<file path="config.mk">
export PLATFORM = sky130hd
export DESIGN_NAME = instruction_fetch
export DESIGN_NICKNAME = d
export VERILOG_FILES = /design/src/rtl/instruction_fetch.sv
export SDC_FILE = /design/constraint.sdc
export NUM_CORES = 1
export LEC_CHECK = 0
export CAP_MARGIN = 30
export CELL_PAD_IN_SITES_DETAIL_PLACEMENT = 0
export CELL_PAD_IN_SITES_GLOBAL_PLACEMENT = 1
export CORE_MARGIN = 2
export CORE_UTILIZATION = 30
export CTS_CLUSTER_SIZE = 10
export DETAILED_ROUTE_END_ITERATION = 10
export HOLD_SLACK_MARGIN = 0.06
export PLACE_DENSITY_LB_ADDON = 0.1
export SKIP_LAST_GASP = 1
export SYNTH_ARGS = -nofsm -noshare
export SYNTH_HDL_FRONTEND = slang
export SYNTH_SLANG_ARGS = --single-unit
</file>
<file path="constraint.sdc">
create_clock -name clock -period 9.1 [get_ports clock]
set_clock_uncertainty 0.05 [all_clocks]
set_input_delay 1.82 -clock clock [delete_from_list [all_inputs] [get_ports clock]]
set_output_delay 1.82 -clock clock [all_outputs]
set_load 0.05 [all_outputs]
</file>
<file path="src/rtl/instruction_fetch.sv">
// rtl/instruction_fetch.sv - instruction fetch unit: PC, memory request, fetch queue, redirect and fault handling
module instruction_fetch #(
    parameter logic [31:0] RESET_PC  = 32'h0000_0000,
    parameter int          DEPTH     = 4,
    parameter int          MEM_BYTES = 262144
) (
    input  logic        clock,
    input  logic        reset0,
    input  logic        start,
    input  logic        redirect,
    input  logic [31:0] redirect_pc,
    output logic [31:0] mem_addr,
    output logic [31:0] mem_data,
    output logic        mem_write_enable,
    input  logic [31:0] mem_outp,
    input  logic        mem_valid,
    output logic [31:0] inst_out,
    output logic [31:0] pc_out,
    output logic        inst_valid,
    input  logic        inst_ready,
    output logic        fault,
    output logic [31:0] fault_pc,
    output logic        busy
);

    localparam int AW = $clog2(DEPTH);
    localparam int CW = AW + 1;
    localparam logic [31:0]   LAST_PC = 32'(MEM_BYTES - 4);
    localparam logic [CW-1:0] FULL    = CW'(DEPTH);

    typedef enum logic [1:0] {
        IDLE  = 2'd0,
        FETCH = 2'd1,
        FAULT = 2'd2
    } state_t;

    state_t          state;
    state_t          state_next;
    logic [31:0]     pc;
    logic [31:0]     pc_next;
    logic [CW-1:0]   count;
    logic [AW-1:0]   rd_ptr;
    logic [AW-1:0]   wr_ptr;
    logic [31:0]     inst_q [DEPTH];
    logic [31:0]     pc_q   [DEPTH];
    logic            push;
    logic            pop;
    logic            fault_set;
    logic            flush;

    // Redirect overrides everything: no push, no pop, no fault check that cycle.
    always_comb begin
        state_next = state;
        pc_next    = pc;
        push       = 1'b0;
        pop        = 1'b0;
        fault_set  = 1'b0;
        flush      = 1'b0;
        if (redirect) begin
            flush      = 1'b1;
            pc_next    = redirect_pc;
            state_next = FETCH;
        end else begin
            pop = (count != '0) && inst_ready;
            case (state)
                IDLE: begin
                    if (start) begin
                        state_next = FETCH;
                    end
                end
                FETCH: begin
                    // A full queue suppresses the fetch entirely, so no fault can be raised either.
                    if (count != FULL) begin
                        if (mem_valid && (pc <= LAST_PC)) begin
                            push    = 1'b1;
                            pc_next = pc + 32'd4;
                        end else begin
                            fault_set  = 1'b1;
                            state_next = FAULT;
                        end
                    end
                end
                FAULT: begin
                end
                default: begin
                    state_next = IDLE;
                end
            endcase
        end
    end

    always_ff @(posedge clock or posedge reset0) begin
        if (reset0) begin
            state <= IDLE;
        end else begin
            state <= state_next;
        end
    end

    always_ff @(posedge clock or posedge reset0) begin
        if (reset0) begin
            pc       <= RESET_PC;
            count    <= '0;
            rd_ptr   <= '0;
            wr_ptr   <= '0;
            fault    <= 1'b0;
            fault_pc <= 32'h0;
        end else begin
            pc <= pc_next;
            if (flush) begin
                count  <= '0;
                rd_ptr <= '0;
                wr_ptr <= '0;
                fault  <= 1'b0;
            end else begin
                if (push) begin
                    wr_ptr <= wr_ptr + AW'(1);
                end
                if (pop) begin
                    rd_ptr <= rd_ptr + AW'(1);
                end
                case ({push, pop})
                    2'b10:   count <= count + CW'(1);
                    2'b01:   count <= count - CW'(1);
                    default: count <= count;
                endcase
                if (fault_set) begin
                    fault    <= 1'b1;
                    fault_pc <= pc;
                end
            end
        end
    end

    // Queue storage carries no reset; the output mux hides stale entries.
    always_ff @(posedge clock) begin
        if (push) begin
            inst_q[wr_ptr] <= mem_outp;
            pc_q[wr_ptr]   <= pc;
        end
    end

    assign inst_valid       = (count != '0);
    assign inst_out         = inst_valid ? inst_q[rd_ptr] : 32'h0;
    assign pc_out           = inst_valid ? pc_q[rd_ptr] : 32'h0;
    assign busy             = (state == FETCH);
    assign mem_addr         = pc;
    assign mem_data         = 32'h0;
    assign mem_write_enable = 1'b0;

endmodule

</file>
== Yosys cells after proc, flatten, opt, wreduce, memory -nomap -nowiden ==
Memories as Yosys holds them, arrays and structs flattened.
Cells that the tools add are included.
Storage, ports and cells
  input port bits: 70
  logic and storage cells: 70
  memories: 2
  register bits: 74
  bits in writable memories: 256
Memory list
  inst_q: words 4, bits a word 32, read ports 1, clocked after memory_dff 0, wr ports 1, RTL line 44  | logic [31:0] inst_q [DEPTH];
  pc_q: words 4, bits a word 32, read ports 1, clocked after memory_dff 0, wr ports 1, RTL line 45  | logic [31:0] pc_q [DEPTH];
Operators by class
  reduce and logical (&&, ||, !) cells: 14
  bitwise operators: 1
  muxes and demuxes: 31
  add/sub/neg operators: 5
  order comparisons: 1
  eq/ne operators: 9
Operator list (number)
  two-way mux 32 bit: 6
  adder 32 x 3 -> 32 bit (second input constant): 1
  less-or-equal comparator 32 x 18 -> 1 bit (second input constant): 1
  two-way mux 2 bit: 8
  two-way mux 1 bit: 14
  nonzero test 2 bit: 6
  != test 3 bit (second input constant): 3
  case mux 2 bit (3 select lines): 1
  case mux 3 bit (2 select lines): 1
  nonzero test 3 bit: 2
  adder 2 x 1 -> 2 bit (second input constant): 2
  equality test 2 x 1 -> 1 bit (second input constant): 2
  equality test 2 bit (second input constant): 2
  AND reduction 4 bit: 1
  adder 3 x 1 -> 3 bit (second input constant): 1
  two-way mux 3 bit: 1
  != test 3 x 2 -> 1 bit (second input constant): 1
  AND reduction 3 bit: 1
  subtractor 3 x 1 -> 3 bit (second input constant): 1
  logical AND 1 bit: 2
  logical NOT 2 bit: 1
  != test 2 bit (second input constant): 1
  AND reduction 2 bit: 1
  NOT 1 bit: 1

== Longest topological paths before layout ==
Gate-level depths: netlist of the first run.
  word-level depth: 9
  mapped depth: 10

== Worst setup path before layout of the first run ==
Ideal clock, no wire load.
  path kind: input -> register
  start point: in mem_valid
  end point: mem inst_q[0][0] (enable)
  stages: 4
  library setup time: 0.429 ns
  slack: 4.285 ns
  data required time: 8.621 ns
  arrival time: 4.336 ns
  path through: nor4b_1 nand4_1 nor4_1 and2_1
On the way
  word-level cells in the longest chain between the ends: 7
RTL lines
  start: declaration: RTL line 16  | input logic mem_valid,
  logical AND 1 bit: RTL line 74  | if (mem_valid && (pc <= LAST_PC)) begin
  two-way mux 1 bit: RTL line 74
  two-way mux 1 bit: RTL line 73  | if (count != FULL) begin
  two-way mux 1 bit: RTL line 65  | case (state)
  two-way mux 1 bit: RTL line 59  | if (redirect) begin
  two-way mux 1 bit: RTL line 137  | if (push) begin
  two-way mux 1 bit (not written as such): RTL line 138  | inst_q[wr_ptr] <= mem_outp;
  end: declaration: RTL line 44
Every way passes these cells.

== Worst setup path in the final report of the first run ==
  start point: reg rd_ptr[0]
  end point: out pc_out[14]
On the way
  word-level cells in the longest chain between the ends: 2
RTL lines
  start: declaration: RTL line 42  | logic [AW-1:0] rd_ptr;
  start signal: assignment: RTL line 120  | rd_ptr <= rd_ptr + AW'(1);
  memory (4 x 32 bit)
  two-way mux 32 bit: RTL line 145  | assign pc_out = inst_valid ? pc_q[rd_ptr] : 32'h0;
  end: declaration: RTL line 18  | output logic [31:0] pc_out,
Every way passes these cells.

==> summary.txt, run 1 <==
Critical path
  – Arrival @ worst endpoint: approximately 3.7 ns
  – CP endpoint kind: primary output
  – FF-to-FF End: inst_q[2][25]$_DFFE_PP_
  – CP max FO: 34
  – WP buf/inv: 2
  – Required time worst endpoint: a little over 7 ns
  – Worst Setup Start Kind: flop
  – Crit Reg-Reg Startpoint: mem_addr[18]$_DFFE_PP0P_
  – Crit path largest cell delay: a little over 0.9 ns
  – Critical-path top delay cell: dfrtp_4
  – CP top delay family: buffers and inverters
  – CP Cell Sequence: buf_4 -> mux4_2 -> and2_1 -> clkdlybuf4s50_1
  – CP Class: flop to primary output
  – R2r worst-path depth: 5
  – Internal reg-to-reg setup slack: approximately 5.2 ns

Synthesis
  – Syn_area_per_cell: about 18 µm²
  – Dominant synthesized flop cell: edfxtp_1
  – Simple-gate portion of the synthesized area: about 7.1%
  – Flops & latches, synth: 330
  – Synthesized area: around 14000 µm²
  – Async set or reset register ratio after synthesis: 22.4%
  – Post-synth cell types: 53
  – Largest family of logic cells by synthesized area: multiplexers
  – Synth area leaders: edfxtp_1 57%, dfrtp_1 14%, mux4_2 11%
  – Seq/Total Area, Yosys: a little over two thirds
  – Synth Area in Adders: less than 1%
  – Mapped Cells: roughly 740
  – XOR/XNOR share of the synthesized area: less than 1%
  – Cell taking the most area after synthesis: edfxtp_1
  – Post-synth EDFFs: approximately 260
  – Synth Area in Compound Gates: under 10%
  – Post-synthesis mux area share: between 10% and 20%
  – Share of the synthesized area in the top cell type: 56.7%
  – Yosys Warn Count: 0

Timing
  – Fin crit period: ~5.6 ns
  – RSZ-0062 raised after global routing: false
  – Setup TNS: 0 ns
  – Worst Max-Slew Pin Slew: around 0.90 ns
  – Max frequency: about 180 MHz
  – Hold Worst Slack: around 0.46 ns
  – Final setup violation count: 0
  – Final Max Tran Viols: 0
  – Final Hold Fails: 0
  – Worst slew margin: between 30% and 40%
  – Final worst-path cycle share: approximately three fifths

Route
  – Residual DRC count: 0
  – Per-cell routed wire length: approximately 21 µm
  – Drt total wl: roughly 33000 µm
  – DRT iter0 DRCs: around 360
  – Post-DRT Antenna Nets: 0
  – DR vias/cell: 4.54
  – DR vias: about 7000
  – First-pass DRT Iterations: 4

Cells and area
  – Commonest non-fill, non-tap cell in the layout: edfxtp_1
  – Most frequent cells in the layout: 256 x edfxtp_1, 199 x clkdlybuf4s50_1, 72 x dfrtp_1, 64 x mux4_2, 64 x and2_1
  – Area Growth Syn to Fin: 27.1%
  – Fraction of layout cells with a size suffix above 1: 18.7%
  – Ant. Diodes: 0
  – Final net count: about 1000
  – Area of the multi-input gates: about 3700 µm²
  – Post-Layout Inst Area: 17200 µm²
  – Register area: approximately 9500 µm²
  – Fillers: approximately 4000

Min path
  – Hold Path Class: flop to flop
  – Cells on Worst Hold Path: 1
  – Worst Min Path Start: fault_pc[9]$_DFFE_PP0P_
  – Hold Path End: fault_pc[9]$_DFFE_PP0P_

Clock tree
  – H-tree Lvls: 2
  – Worst-path clk slew: 0.05 ns
  – CTS sink cnt: 330
  – Post-CTS Setup Bufs: 0
  – Hold_buf cts: 0
  – Resize count post-CTS: 0
  – Clock buffer depth: 3
  – Worst-Skew Late Latency: 0.53 ns
  – Root buffer cell: clkbuf_16
  – CTS tree: built
  – CTS Buf Count: 39

Global routing
  – Initial antenna violation count: 0
  – Largest net degree at the start of global routing: 59
  – GR Util met2: a little under a quarter
  – Grt met1 use: a little under a fifth
  – First-pass GRT wire length: roughly 49000 µm
  – Overflow left after global routing: 0
  – Vias in the first global route: about 7600
  – Gr usage total: 13.9%
  – Global routing's busiest layer: met2
  – Global routing usage on met3: 3.02%

Placed design
  – Hpwl dp: approximately 20000 µm
  – Port bufs: 200
  – GP Congestion: 0.702
  – Post-DP Area: roughly 16000 µm²

Floorplan
  – Core ar.: roughly 44000 µm²
  – Die area: ~47000 µm²
  – Initial Utilization: a little under a third
  – Row cnt: 77
  – # IOs: 234
  – Die X: 217 µm
  – Die height: approximately 220 µm

Run status
  – Status: completed

Pwr
  – Peak supply drop: 0.000130 V
  – PwrDens: ~230 nW/µm²
  – Pwr Total: ~4 mW
  – Leakage: between 5 and 6 nW

Run
  – # Max-Cap Violations: 0
worst max path at each step:
stage / depth (start not counted) / from / end / slack (ns)
after detailed placement: 6 / mem_valid / pc_q[2][10]$_DFFE_PP_ / 3.34
after CTS: 4 / rd_ptr[0]$_DFFE_PP0P_ / pc_out[14] / 3.39
final: 4 / rd_ptr[0]$_DFFE_PP0P_ / pc_out[14] / 3.55
after global routing: 4 / rd_ptr[0]$_DFFE_PP0P_ / pc_out[14] / 3.27
after floorplan: 4 / mem_valid / inst_q[0][0]$_DFFE_PP_ / 4.28
after global placement: 6 / mem_valid / pc_q[2][10]$_DFFE_PP_ / 3.28
final cells by class:
cell class              count  share of cell area, %
inverters                   9                  0.203
flip-flops and latches    330                   55.4
well taps                 592                   4.30
repair buffers            212                   12.3
multi-input cells         365                   21.5
clock buffers              60                   6.12
clock inverters             4                  0.174
per-stage QoR:
| step | util, % | setup WS (ns) | cells |
|---|---|---|---|
| finish | 38.8 | 3.55 | 1572 |
| global route | 38.8 | 3.27 | 1572 |
| detailed placement | 36.3 | 3.34 | 1507 |
| CTS | 38.8 | 3.39 | 1571 |
| floorplan | - | 4.28 | 773 |
| global placement | 36.3 | 3.28 | 1506 |
synthesized netlist by cell type (5+ instances only):
| cell | instances |
|---|---|
| nor3_1 | 13 |
| buf_1 | 7 |
| dfrtp_1 | 74 |
| mux2i_1 | 14 |
| nand4_1 | 6 |
| mux2_2 | 18 |
| inv_1 | 9 |
| clkbuf_1 | 18 |
| nor4_1 | 5 |
| mux4_2 | 64 |
| edfxtp_1 | 256 |
| a22oi_1 | 9 |
| nand3_1 | 8 |
| and2_1 | 68 |
| nor2b_1 | 10 |
| nor2_1 | 12 |
| o21ai_0 | 6 |
| buf_4 | 34 |
| buf_2 | 7 |
| ha_1 | 5 |
| xnor2_1 | 5 |
| mux2_4 | 29 |
| nand2_1 | 23 |
flip-flops by register name, indices dropped and copies added, names as in the netlist:
register	count
count	3
fault	1
fault_pc	32
inst_q	128
mem_addr	32
pc_q	128
rd_ptr	2
state	2
wr_ptr	2
per-layer routing:
layer	part of all wire (%)	vias to the layer above
met5	0	-
met4	1.8	0
met3	4.6	46
met2	50	145
met1	43	3717
li1	-	3231
power breakdown:
part | internal [mW] | switching [mW] | total, mW
Clock | 0.793 | 0.570 | 1.36
Sequential | 1.71 | 0.0868 | 1.79
Combinational | 0.282 | 0.461 | 0.743
cell families after synthesis:
| logic type | after synthesis |
|---|---|
| other | 1 |
| buffers and inverters | 78 |
| xor gates and xnor gates | 9 |
| and+or+nand+nor | 164 |
| muxes | 125 |
| AOI/OAI and AO/OA | 28 |
| adders and majority gates | 6 |
| DFF | 330 |
(Power assumes the default switching activity.)
==> run 2, diff against run 1 <==
==> constraint.sdc (replaced) <==
create_clock -name clock -period 4.51 [get_ports clock]
set_clock_uncertainty 0.05 [all_clocks]
set_input_delay 0.902 -clock clock [delete_from_list [all_inputs] [get_ports clock]]
set_output_delay 0.902 -clock clock [all_outputs]
set_load 0.05 [all_outputs]
==> summary.txt, run 2 (same netlist as run 1, synthesis figures left out) <==
Floorplan
  – Die X: 217 µm (unchanged)
  – Die height: 217 µm (unchanged)
  – Core ar.: 44400 µm² (unchanged)
  – Initial Utilization: 30.6% (unchanged)
  – Row cnt: 77 (unchanged)
  – # IOs: 234 (unchanged)
  – Die area: 46900 µm² (unchanged)

Clock tree
  – Root buffer cell: clkbuf_16
  – Resize count post-CTS: 0 (unchanged)
  – CTS sink cnt: 330 (unchanged)
  – CTS Buf Count: 40 (+2.6%)
  – H-tree Lvls: 2 (unchanged)
  – Worst-path clk slew: 0.05 ns (about the same)
  – Post-CTS Setup Bufs: 0 (unchanged)
  – Hold_buf cts: 0 (unchanged)
  – Worst-Skew Late Latency: 0.53 ns (about the same)
  – CTS tree: built
  – Clock buffer depth: 3 (unchanged)

Min path
  – Hold Path Class: flop to flop

Placed design
  – Hpwl dp: 21100 µm (+6.8%)
  – GP Congestion: 0.701 (about the same)
  – Port bufs: 200 (unchanged)
  – Placed cell count: 1518 (+0.73%)

Route
  – Post-DRT Antenna Nets: 0 (unchanged)
  – DR vias: 7215 (+1.1%)
  – Per-cell routed wire length: 21.0 µm (+1.4%)
  – DRT iter0 DRCs: 317 (-12%)
  – Residual DRC count: 0 (unchanged)
  – Drt total wl: 33400 µm (+2.7%)
  – First-pass DRT Iterations: 6 (+2)
  – DR vias/cell: 4.53 (-0.14%)

Pwr
  – PwrDens: 460 nW/µm² (+100%)
  – Peak supply drop: 0.000252 V (+95%)
  – Leakage: 5.98 nW (+2.0%)

Critical path
  – Critical-path top delay cell: dfrtp_4
  – Crit path largest cell delay: 0.80 ns (-0.11 ns)
  – CP max FO: 25 (-26%)
  – Required time worst endpoint: 3.56 ns (-3.67 ns)
  – CP Cell Sequence: buf_4 -> mux4_2 -> and2_1 -> clkdlybuf4s50_1
  – CP endpoint kind: primary output
  – Worst Setup Start Kind: flop
  – CP Class: flop to primary output
  – Arrival @ worst endpoint: 3.14 ns (-0.54 ns)

Cells and area
  – Biggest regs: inst_q: 128 flops, pc_q: 128 flops
  – Fraction of layout cells with a size suffix above 1: 19.7% (+1.1 points)
  – Area of the multi-input gates: 3710 µm² (unchanged)
  – Final net count: 1044 (+1.1%)
  – Register area: 9550 µm² (unchanged)
  – Most frequent cells in the layout: 256 x edfxtp_1, 199 x clkdlybuf4s50_1, 72 x dfrtp_1, 64 x mux4_2, 64 x and2_1
  – Non-filler cells, final: 1591 (+1.2%)
  – Area Growth Syn to Fin: 29.1%
  – Fillers: 4066 (-0.25%)
  – Commonest non-fill, non-tap cell in the layout: edfxtp_1

Timing
  – Hold Worst Slack: 0.459 ns (-0.000538 ns)
  – Setup TNS: 0 ns (unchanged)
  – Final Hold Fails: 0 (unchanged)
  – Final setup violation count: 0 (unchanged)
  – Max frequency: 244 MHz
  – Worst slew margin: 34.7% (-5.1 points)
  – Final worst-path cycle share: between 90% and 100%
  – RSZ-0062 raised after global routing: false
  – Fin crit period: 4.09 ns
  – Final Max Tran Viols: 0 (unchanged)
  – Worst Max-Slew Pin Slew: 0.971 ns (+0.0674 ns)

Global routing
  – Largest net degree at the start of global routing: 61 (+3.4%)
  – Initial antenna violation count: 2 (+2)
  – Gr usage total: 14.1% (+0.17 points)
  – Vias in the first global route: 7615 (+0.83%)
  – Overflow left after global routing: 0 (unchanged)
  – First-pass GRT wire length: 49400 µm (+1.3%)

Run status
  – Status: completed

Run
  – # Max-Cap Violations: 0 (unchanged)
[run 2: final timing paths]
| kind | startpoint | endpoint | slack [ns] | depth (start not counted) |
|---|---|---|---|---|
| setup / recovery | rd_ptr[0]$_DFFE_PP0P_ | inst_out[23] | 0.42 | 4 |
| hold / removal | fault_pc[26]$_DFFE_PP0P_ | fault_pc[26]$_DFFE_PP0P_ | 0.46 | 1 |
| setup reg to reg | mem_addr[18]$_DFFE_PP0P_ | pc_q[0][1]$_DFFE_PP_ | 0.92 | 6 |
| hold reg to reg | fault_pc[26]$_DFFE_PP0P_ | fault_pc[26]$_DFFE_PP0P_ | 0.46 | 1 |
| max in group asynchronous | reset0 | fault_pc[3]$_DFFE_PP0P_ | 2.94 | 3 |
| min in group asynchronous | reset0 | mem_addr[19]$_DFFE_PP0P_ | 0.69 | 2 |
[run 2: metrics by stage]
| step | setup WS [ns] | instance area, µm² | total power, mW | utilization, % |
|---|---|---|---|---|
| final | 0.418 | 17500 | 8.05 | 39.4 |
| after global routing | 0.220 | 17500 | 8.38 | 39.4 |
| after CTS | 0.305 | 17500 | 8.19 | 39.4 |
| after detailed placement | 0.263 | 16300 | 5.21 | 36.8 |
| after global placement | 0.378 | 16300 | 5.21 | 36.8 |
| after floorplan | 0.542 | 13700 | 4.66 | - |
[run 2: layout make-up]
cell class / count / share of cell area, %
inverters: 9 / 0.200
repair buffers: 222 / 13.1
clock inverters: 2 / 0.0786
well taps: 592 / 4.23
flip-flops and latches: 330 / 54.5
diodes: 1 / 0.0143
clock buffers: 70 / 6.65
multi-input cells: 365 / 21.2
[run 2: report_power, final]
part / internal, mW / switching [mW] / leakage (nW)
registers: 3.44 / 0.169 / 3.17
logic: 0.579 / 0.942 / 2.24
clock network: 1.74 / 1.18 / 0.566
total: 5.76 / 2.29 / 5.98
[run 2: layer usage]
layer	GRT usage, %	part of all wire (%)
met4	3.81	1.9
met2	22.9	48
met3	3.27	5.0
met1	18.9	45
met5	0	0.033
[run 2: worst max-delay path: cells and delay by family, from the launching register on]
family | cells | cell delay, ns
buf+inv | 2 | 1.07
flops | 1 | 0.80
mux | 1 | 0.54
simple gates | 1 | 0.17
